$ cat src/rtl/matrix_pkg.sv
// Shared types and constants for the LED matrix scan controller:
// scan states, glyph indices, column strobes and the glyph bitmap table.
package matrix_pkg;

    typedef enum logic [1:0] {
        IDLE  = 2'd0,
        BLANK = 2'd1,
        DRIVE = 2'd2
    } scan_state_e;

    localparam logic [1:0] GLYPH_IDLE      = 2'd0;
    localparam logic [1:0] GLYPH_WATERING  = 2'd1;
    localparam logic [1:0] GLYPH_LOW_WATER = 2'd2;
    localparam logic [1:0] GLYPH_ERROR     = 2'd3;

    // Mirrored matrix: index 0 drives the outer pair, 2 the centre column.
    localparam logic [2:0] COL_OFF    = 3'b000;
    localparam logic [2:0] COL_OUTER  = 3'b100;
    localparam logic [2:0] COL_INNER  = 3'b010;
    localparam logic [2:0] COL_CENTRE = 3'b001;

    // Glyph bitmap: one 7-bit row pattern per (glyph, column index).
    // Column index 3 does not exist on the panel and reads as dark.
    function automatic logic [6:0] glyph_row(input logic [1:0] glyph,
                                             input logic [1:0] index);
        logic [6:0] bits;
        case ({glyph, index})
            4'b00_00: bits = 7'h08;
            4'b00_01: bits = 7'h14;
            4'b00_10: bits = 7'h22;
            4'b01_00: bits = 7'h1C;
            4'b01_01: bits = 7'h3E;
            4'b01_10: bits = 7'h7F;
            4'b10_00: bits = 7'h40;
            4'b10_01: bits = 7'h60;
            4'b10_10: bits = 7'h70;
            4'b11_00: bits = 7'h41;
            4'b11_01: bits = 7'h22;
            4'b11_10: bits = 7'h1C;
            default:  bits = 7'h00;
        endcase
        return bits;
    endfunction

endpackage

$ cat src/rtl/matrix_scan_controller_if.sv
// Glyph-change request/acknowledge handshake between the system FSM
// (master) and the matrix scan controller (slave).
interface matrix_scan_controller_if;
    logic [1:0] img_sel;
    logic       img_req;
    logic       img_ack;

    modport master (output img_sel, output img_req, input  img_ack);
    modport slave  (input  img_sel, input  img_req, output img_ack);
endinterface

$ cat src/rtl/matrix_glyph_rom.sv
// Combinational glyph table lookup: (glyph, column index) -> row pattern.
module matrix_glyph_rom
    import matrix_pkg::*;
(
    input  logic [1:0] glyph,
    input  logic [1:0] index,
    output logic [6:0] row
);

    // Table lookup; index 3 yields an all-dark row.
    always_comb begin
        row = glyph_row(glyph, index);
    end

endmodule

$ cat src/rtl/matrix_scan_controller.sv
// 3-column LED matrix scan sequencer with per-slot blanking and
// frame-synchronous glyph switching.
module matrix_scan_controller
    import matrix_pkg::*;
#(
    parameter int DIV_WIDTH    = 16,
    parameter int SCAN_DIV     = 50000,
    parameter int BLANK_CYCLES = 4
) (
    input  logic                     clock,
    input  logic                     reset,
    input  logic                     enable,
    matrix_scan_controller_if.slave  img_bus,
    output logic [2:0]               col,
    output logic [6:0]               row,
    output logic                     frame_tick
);

    if ((BLANK_CYCLES < 1) || (BLANK_CYCLES >= SCAN_DIV) ||
        (longint'(SCAN_DIV) > ((longint'(1) << DIV_WIDTH) - longint'(1)))) begin : g_bad_params
        $error("matrix_scan_controller: need 1 <= BLANK_CYCLES < SCAN_DIV <= 2^DIV_WIDTH-1");
    end

    localparam logic [DIV_WIDTH-1:0] SLOT_LAST  = DIV_WIDTH'(SCAN_DIV - 1);
    localparam logic [DIV_WIDTH-1:0] BLANK_LAST = DIV_WIDTH'(BLANK_CYCLES - 1);

    scan_state_e          state_q, state_d;
    logic [1:0]           idx_q, idx_d;
    logic [DIV_WIDTH-1:0] presc_q, presc_d;
    logic [1:0]           glyph_q, glyph_d;
    logic [2:0]           col_q, col_d;
    logic [6:0]           row_q, row_d;
    logic                 ack_q, ack_d;
    logic                 tick_q, tick_d;
    logic                 boundary_s;
    logic                 take_s;
    logic [6:0]           rom_row_s;

    // Outputs are looked up from the next state so they line up with state_q.
    matrix_glyph_rom u_rom (
        .glyph (glyph_d),
        .index (idx_d),
        .row   (rom_row_s)
    );

    // Next-state, handshake and output computation.
    always_comb begin
        state_d = state_q;
        idx_d   = idx_q;
        presc_d = presc_q;
        col_d   = COL_OFF;
        row_d   = 7'd0;

        boundary_s = (state_q == DRIVE) && (idx_q == 2'd2) && (presc_q == SLOT_LAST);
        // The ack cycle itself never counts as a fresh request.
        take_s     = img_bus.img_req && !ack_q && (boundary_s || (state_q == IDLE));
        glyph_d    = take_s ? img_bus.img_sel : glyph_q;
        ack_d      = take_s;
        tick_d     = boundary_s && enable;

        if (!enable) begin
            state_d = IDLE;
            idx_d   = 2'd0;
            presc_d = '0;
        end else begin
            case (state_q)
                IDLE: begin
                    state_d = BLANK;
                    idx_d   = 2'd0;
                    presc_d = '0;
                end
                BLANK: begin
                    presc_d = presc_q + 1'b1;
                    if (presc_q == BLANK_LAST) begin
                        state_d = DRIVE;
                    end else begin
                        state_d = BLANK;
                    end
                end
                DRIVE: begin
                    if (presc_q == SLOT_LAST) begin
                        state_d = BLANK;
                        presc_d = '0;
                        idx_d   = (idx_q == 2'd2) ? 2'd0 : idx_q + 2'd1;
                    end else begin
                        presc_d = presc_q + 1'b1;
                    end
                end
                default: begin
                    state_d = IDLE;
                    idx_d   = 2'd0;
                    presc_d = '0;
                end
            endcase
        end

        if (state_d == DRIVE) begin
            case (idx_d)
                2'd0:    col_d = COL_OUTER;
                2'd1:    col_d = COL_INNER;
                2'd2:    col_d = COL_CENTRE;
                default: col_d = COL_OFF;
            endcase
            row_d = rom_row_s;
        end else begin
            col_d = COL_OFF;
            row_d = 7'd0;
        end
    end

    // State, counters, active glyph and output registers.
    always_ff @(posedge clock or negedge reset) begin
        if (!reset) begin
            state_q <= IDLE;
            idx_q   <= 2'd0;
            presc_q <= '0;
            glyph_q <= GLYPH_IDLE;
            col_q   <= COL_OFF;
            row_q   <= 7'd0;
            ack_q   <= 1'b0;
            tick_q  <= 1'b0;
        end else begin
            state_q <= state_d;
            idx_q   <= idx_d;
            presc_q <= presc_d;
            glyph_q <= glyph_d;
            col_q   <= col_d;
            row_q   <= row_d;
            ack_q   <= ack_d;
            tick_q  <= tick_d;
        end
    end

    assign col             = col_q;
    assign row             = row_q;
    assign frame_tick      = tick_q;
    assign img_bus.img_ack = ack_q;

endmodule

$ cat src/flat_wrapper.sv
// flat-port wrapper written by rule: the top's interface ports become plain ports
module matrix_scan_controller_flat import matrix_pkg::*;
#(
    parameter int DIV_WIDTH    = 16,
    parameter int SCAN_DIV     = 50000,
    parameter int BLANK_CYCLES = 4
)
  (clock, reset, enable, col, row, frame_tick, img_bus_img_sel, img_bus_img_req, img_bus_img_ack);
  matrix_scan_controller_if img_bus_i ();
  input  logic clock;
  input  logic reset;
  input  logic enable;
  output logic [2:0] col;
  output logic [6:0] row;
  output logic frame_tick;
  input wire logic [$bits(img_bus_i.img_sel)-1:0] img_bus_img_sel;
  input wire logic [$bits(img_bus_i.img_req)-1:0] img_bus_img_req;
  output wire logic [$bits(img_bus_i.img_ack)-1:0] img_bus_img_ack;
  assign img_bus_i.img_sel = img_bus_img_sel;
  assign img_bus_i.img_req = img_bus_img_req;
  assign img_bus_img_ack = img_bus_i.img_ack;
  matrix_scan_controller #(.DIV_WIDTH(DIV_WIDTH), .SCAN_DIV(SCAN_DIV), .BLANK_CYCLES(BLANK_CYCLES)) u_core (.clock(clock), .reset(reset), .enable(enable), .img_bus(img_bus_i), .col(col), .row(row), .frame_tick(frame_tick));
endmodule
$ cat config.mk
export PLATFORM = sky130hd
export DESIGN_NAME = matrix_scan_controller_flat
export DESIGN_NICKNAME = d
export VERILOG_FILES = /design/src/rtl/matrix_pkg.sv /design/src/rtl/matrix_scan_controller_if.sv /design/src/rtl/matrix_glyph_rom.sv /design/src/rtl/matrix_scan_controller.sv /design/src/flat_wrapper.sv
export SDC_FILE = /design/constraint.sdc
export NUM_CORES = 1
export LEC_CHECK = 0
export ABC_AREA = 1
export CORE_ASPECT_RATIO = 1.75
export CORE_MARGIN = 3
export CORE_UTILIZATION = 28
export CTS_CLUSTER_DIAMETER = 120
export DETAILED_ROUTE_END_ITERATION = 6
export DONT_BUFFER_PORTS = 1
export PLACE_DENSITY_LB_ADDON = 0.08
export SLEW_MARGIN = 20
export SYNTH_ARGS = -nofsm -noshare
export SYNTH_HDL_FRONTEND = slang
export SYNTH_HIERARCHICAL = 1
export SYNTH_SLANG_ARGS = --single-unit
$ cat constraint.sdc
create_clock -name clock -period 2.3 [get_ports clock]
set_input_delay 0.575 -clock clock [delete_from_list [all_inputs] [get_ports clock]]
set_output_delay 0.575 -clock clock [all_outputs]
set_load 0.1 [all_outputs]
==> metrics.csv <==
metric;value;unit
status;finished, final reports clean;
grt_overflow;0;
r2r_slack;250;ps
fin_area;2482;µm²
hold_viol_final;0;
yosys_register_bits;34;
synthAdderAreaFrac;0.06369;
clk_pin_slew;50;ps
port_buffers;0;
cts_max_level;2;
final_common_cell;nand2_1;
p_leak;1.252;nW
crit_type;reg2reg;
syn-num-nets;263;
fmax;0.4879;GHz
wire_per_inst;12.74;µm
period_needed;2050;ps
vias;1621;
timing.slew.headroom;0.7768;
grt_start_max_net_pins;35;
synthFlopType;dfrtp_1;
nets;299;
synthArstFlopShare;1.000;
synth.distinct_cells;28;
clock-sinks;34;
antenna_found_initial;0;
avgSynthCellArea;7.953;µm²
clockBufferDepth;2;
drtAntennaViolNets;0;
ys_warn_count;6;
dp_hpwl;3.617;mm
place_ws;101.5;ps
hp-class;in2async;
dp_cells;352;
stdcell_count;366;
drc;0;
timing.final.ws_setup;250.4;ps
firstDrtPassIters;3;
critPathMaxFanout;6;
die_w;69.32;µm
fill_cells;709;
drive_above_1_share;0.2676;
reg2regPathDepth;17;
critPathCapture;u_core/row[1]$_DFF_PN0_;
synth_top_family_by_area;simple AND/OR/NAND/NOR gates;
cts_root_buffer;clkbuf_16;
worstSetupStartpointType;register;
synth-simple-area-share;0.3465;
wl;4.662;mm
final.setup_skew;4.149;ps
clock_latency;270;ps
muxShareOfSynthArea;0;
grt_pass1_vias;1741;
routed_via_density;4.429;
crit_arrival;2210;ps
place_congestion;0.7489;
tightestPinTransition;331.8;ps
setup_tns;0;ps
timing.final.crit_share;0.8911;
cts_tree;yes;
setup_viol_count_final;0;
syn_area;1964;µm²
cts_made_buffers;5;
fp-row-count;39;
synth-compound-area-share;0.04459;
synth_seq_area_share;0.4331;
syn_inst;247;
crit_required;2460;ps
max_cap_violations;0;
drt_iter0_drc;52;
grt_pass1_wl;7.969;mm
diodes;0;
syn2layout_area_growth;26.37;%
irDropWorstVdd;0.2641;mV
end_kind;register;
r2r_end;u_core/row[1]$_DFF_PN0_;
grt.total_usage;0.1266;
final_cell_mix;61 x nand2_1, 36 x inv_1, 34 x dfrtp_1, 30 x buf_4, 23 x nor2_1;
synthXorXnorAreaFrac;0.02229;
placed_area;2235;µm²
die_area;8096;µm²
r2r_start;u_core/presc_q[0]$_DFF_PN0_;
ios;18;
core_area;6685;µm²
die_height;116.8;µm
start_util;0.2938;
critPathLaunch;u_core/presc_q[0]$_DFF_PN0_;
synth_edf_count;0;
slew_viol_final;0;
power_density;571.2;nW/µm²
-- layer usage --
layer  vias to the layer above  wire length (µm)  track usage
li1                        828                 -            -
met1                       773              1639       0.1199
met2                        15              2824       0.2602
met3                         5               106      0.02222
met4                         0                93      0.05606
met5                         -                 0            0
-- through the flow --
stage | utilization | total power [W] | hold slack [ps]
after floorplan | - | 0.0007181 | 279.4
after global placement | 0.3343 | 0.0007487 | 280.4
after detailed placement | 0.3343 | 0.0007478 | 280.7
after CTS | 0.3593 | 0.001448 | 136.0
after global routing | 0.3713 | 0.001495 | 140.6
final | 0.3713 | 0.001418 | 133.7
-- timing repair --
item,in CTS,in global routing
buffers inserted,0,5
gates resized for setup,0,13
endpoints found under the hold margin,34,0
hold buffers,1,0
setup endpoints to repair,0,7
-- synth_stat cells, types with 2 or more instances --
library cell / instances / area (µm²)
ha_1: 10 / 125.1
nor3_1: 4 / 20.02
nand2_1: 66 / 247.7
and3_1: 2 / 12.51
nor2_4: 4 / 45.04
nor2_2: 10 / 62.56
nand3_1: 21 / 105.1
nor3_2: 3 / 30.03
nand2_4: 2 / 22.52
o21ai_0: 2 / 10.01
o21bai_1: 2 / 15.01
xor2_1: 4 / 35.03
inv_1: 37 / 138.9
a21oi_4: 2 / 32.53
dfrtp_1: 34 / 850.8
a21oi_1: 5 / 25.02
inv_2: 3 / 11.26
nor2_1: 26 / 97.59
-- worst max-delay path, stage by stage, from the launching register on --
cell and delay [ps]:
dfrtp_1 400, ha_4 170, nand3_2 100, nor2_4 140, nand2_4 80, nand2_1 60, nand3_1 70, nand2_2 90
nand2_2 50, inv_1 60, inv_1 60, ha_1 300, inv_1 60, nand2_1 40, nand3_1 90, nand2_1 60
inv_1 50, nor2_1 30
-- cell type report --
class                           count  area [µm²]  area share
Sequential cell                    34       850.8      0.3427
Clock inverter                      1       5.005    0.002016
Multi-Input combinational cell    170       979.7      0.3947
Tap cell                           82       102.6     0.04133
Clock buffer                        7       142.6     0.05746
Timing Repair Buffer               31       245.2     0.09879
Inverter                           41       156.4     0.06300
-- power breakdown --
part           switching, W  leakage [nW]  internal, W  total [W]
sequential       0.00000442         0.469     0.000609   0.000613
combinational     0.0000967         0.709    0.0000431   0.000140
clock              0.000237        0.0739     0.000429   0.000665
-- sequential cells by signal, indices dropped and copies added, names as in the netlist --
name and cells:
u_core/row 7, u_core/img_bus.img_ack 1, u_core/col 3, u_core/frame_tick 1
u_core/glyph_q 2, u_core/idx_q 2, u_core/state_q 2, u_core/presc_q 16
-- worst min-delay path by stage --
stage | startpoint | end | slack, ps
after floorplan | reset | u_core/col[0]$_DFF_PN0_ | 280
after global placement | reset | u_core/presc_q[11]$_DFF_PN0_ | 280
after detailed placement | reset | u_core/presc_q[12]$_DFF_PN0_ | 280
after CTS | reset | u_core/idx_q[1]$_DFF_PN0_ | 140
after global routing | reset | u_core/state_q[1]$_DFF_PN0_ | 140
final | reset | u_core/frame_tick$_DFF_PN0_ | 130
-- cells by family (layout without fill, tap and decap cells) --
family	count (synthesis)	after routing
DFF	34	34
xor gates and xnor gates	5	5
adders and majority gates	10	10
and+or+nand+nor	143	143
buffers and inverters	43	80
AOI/OAI and AO/OA	12	12
(Power assumes the default switching activity.)
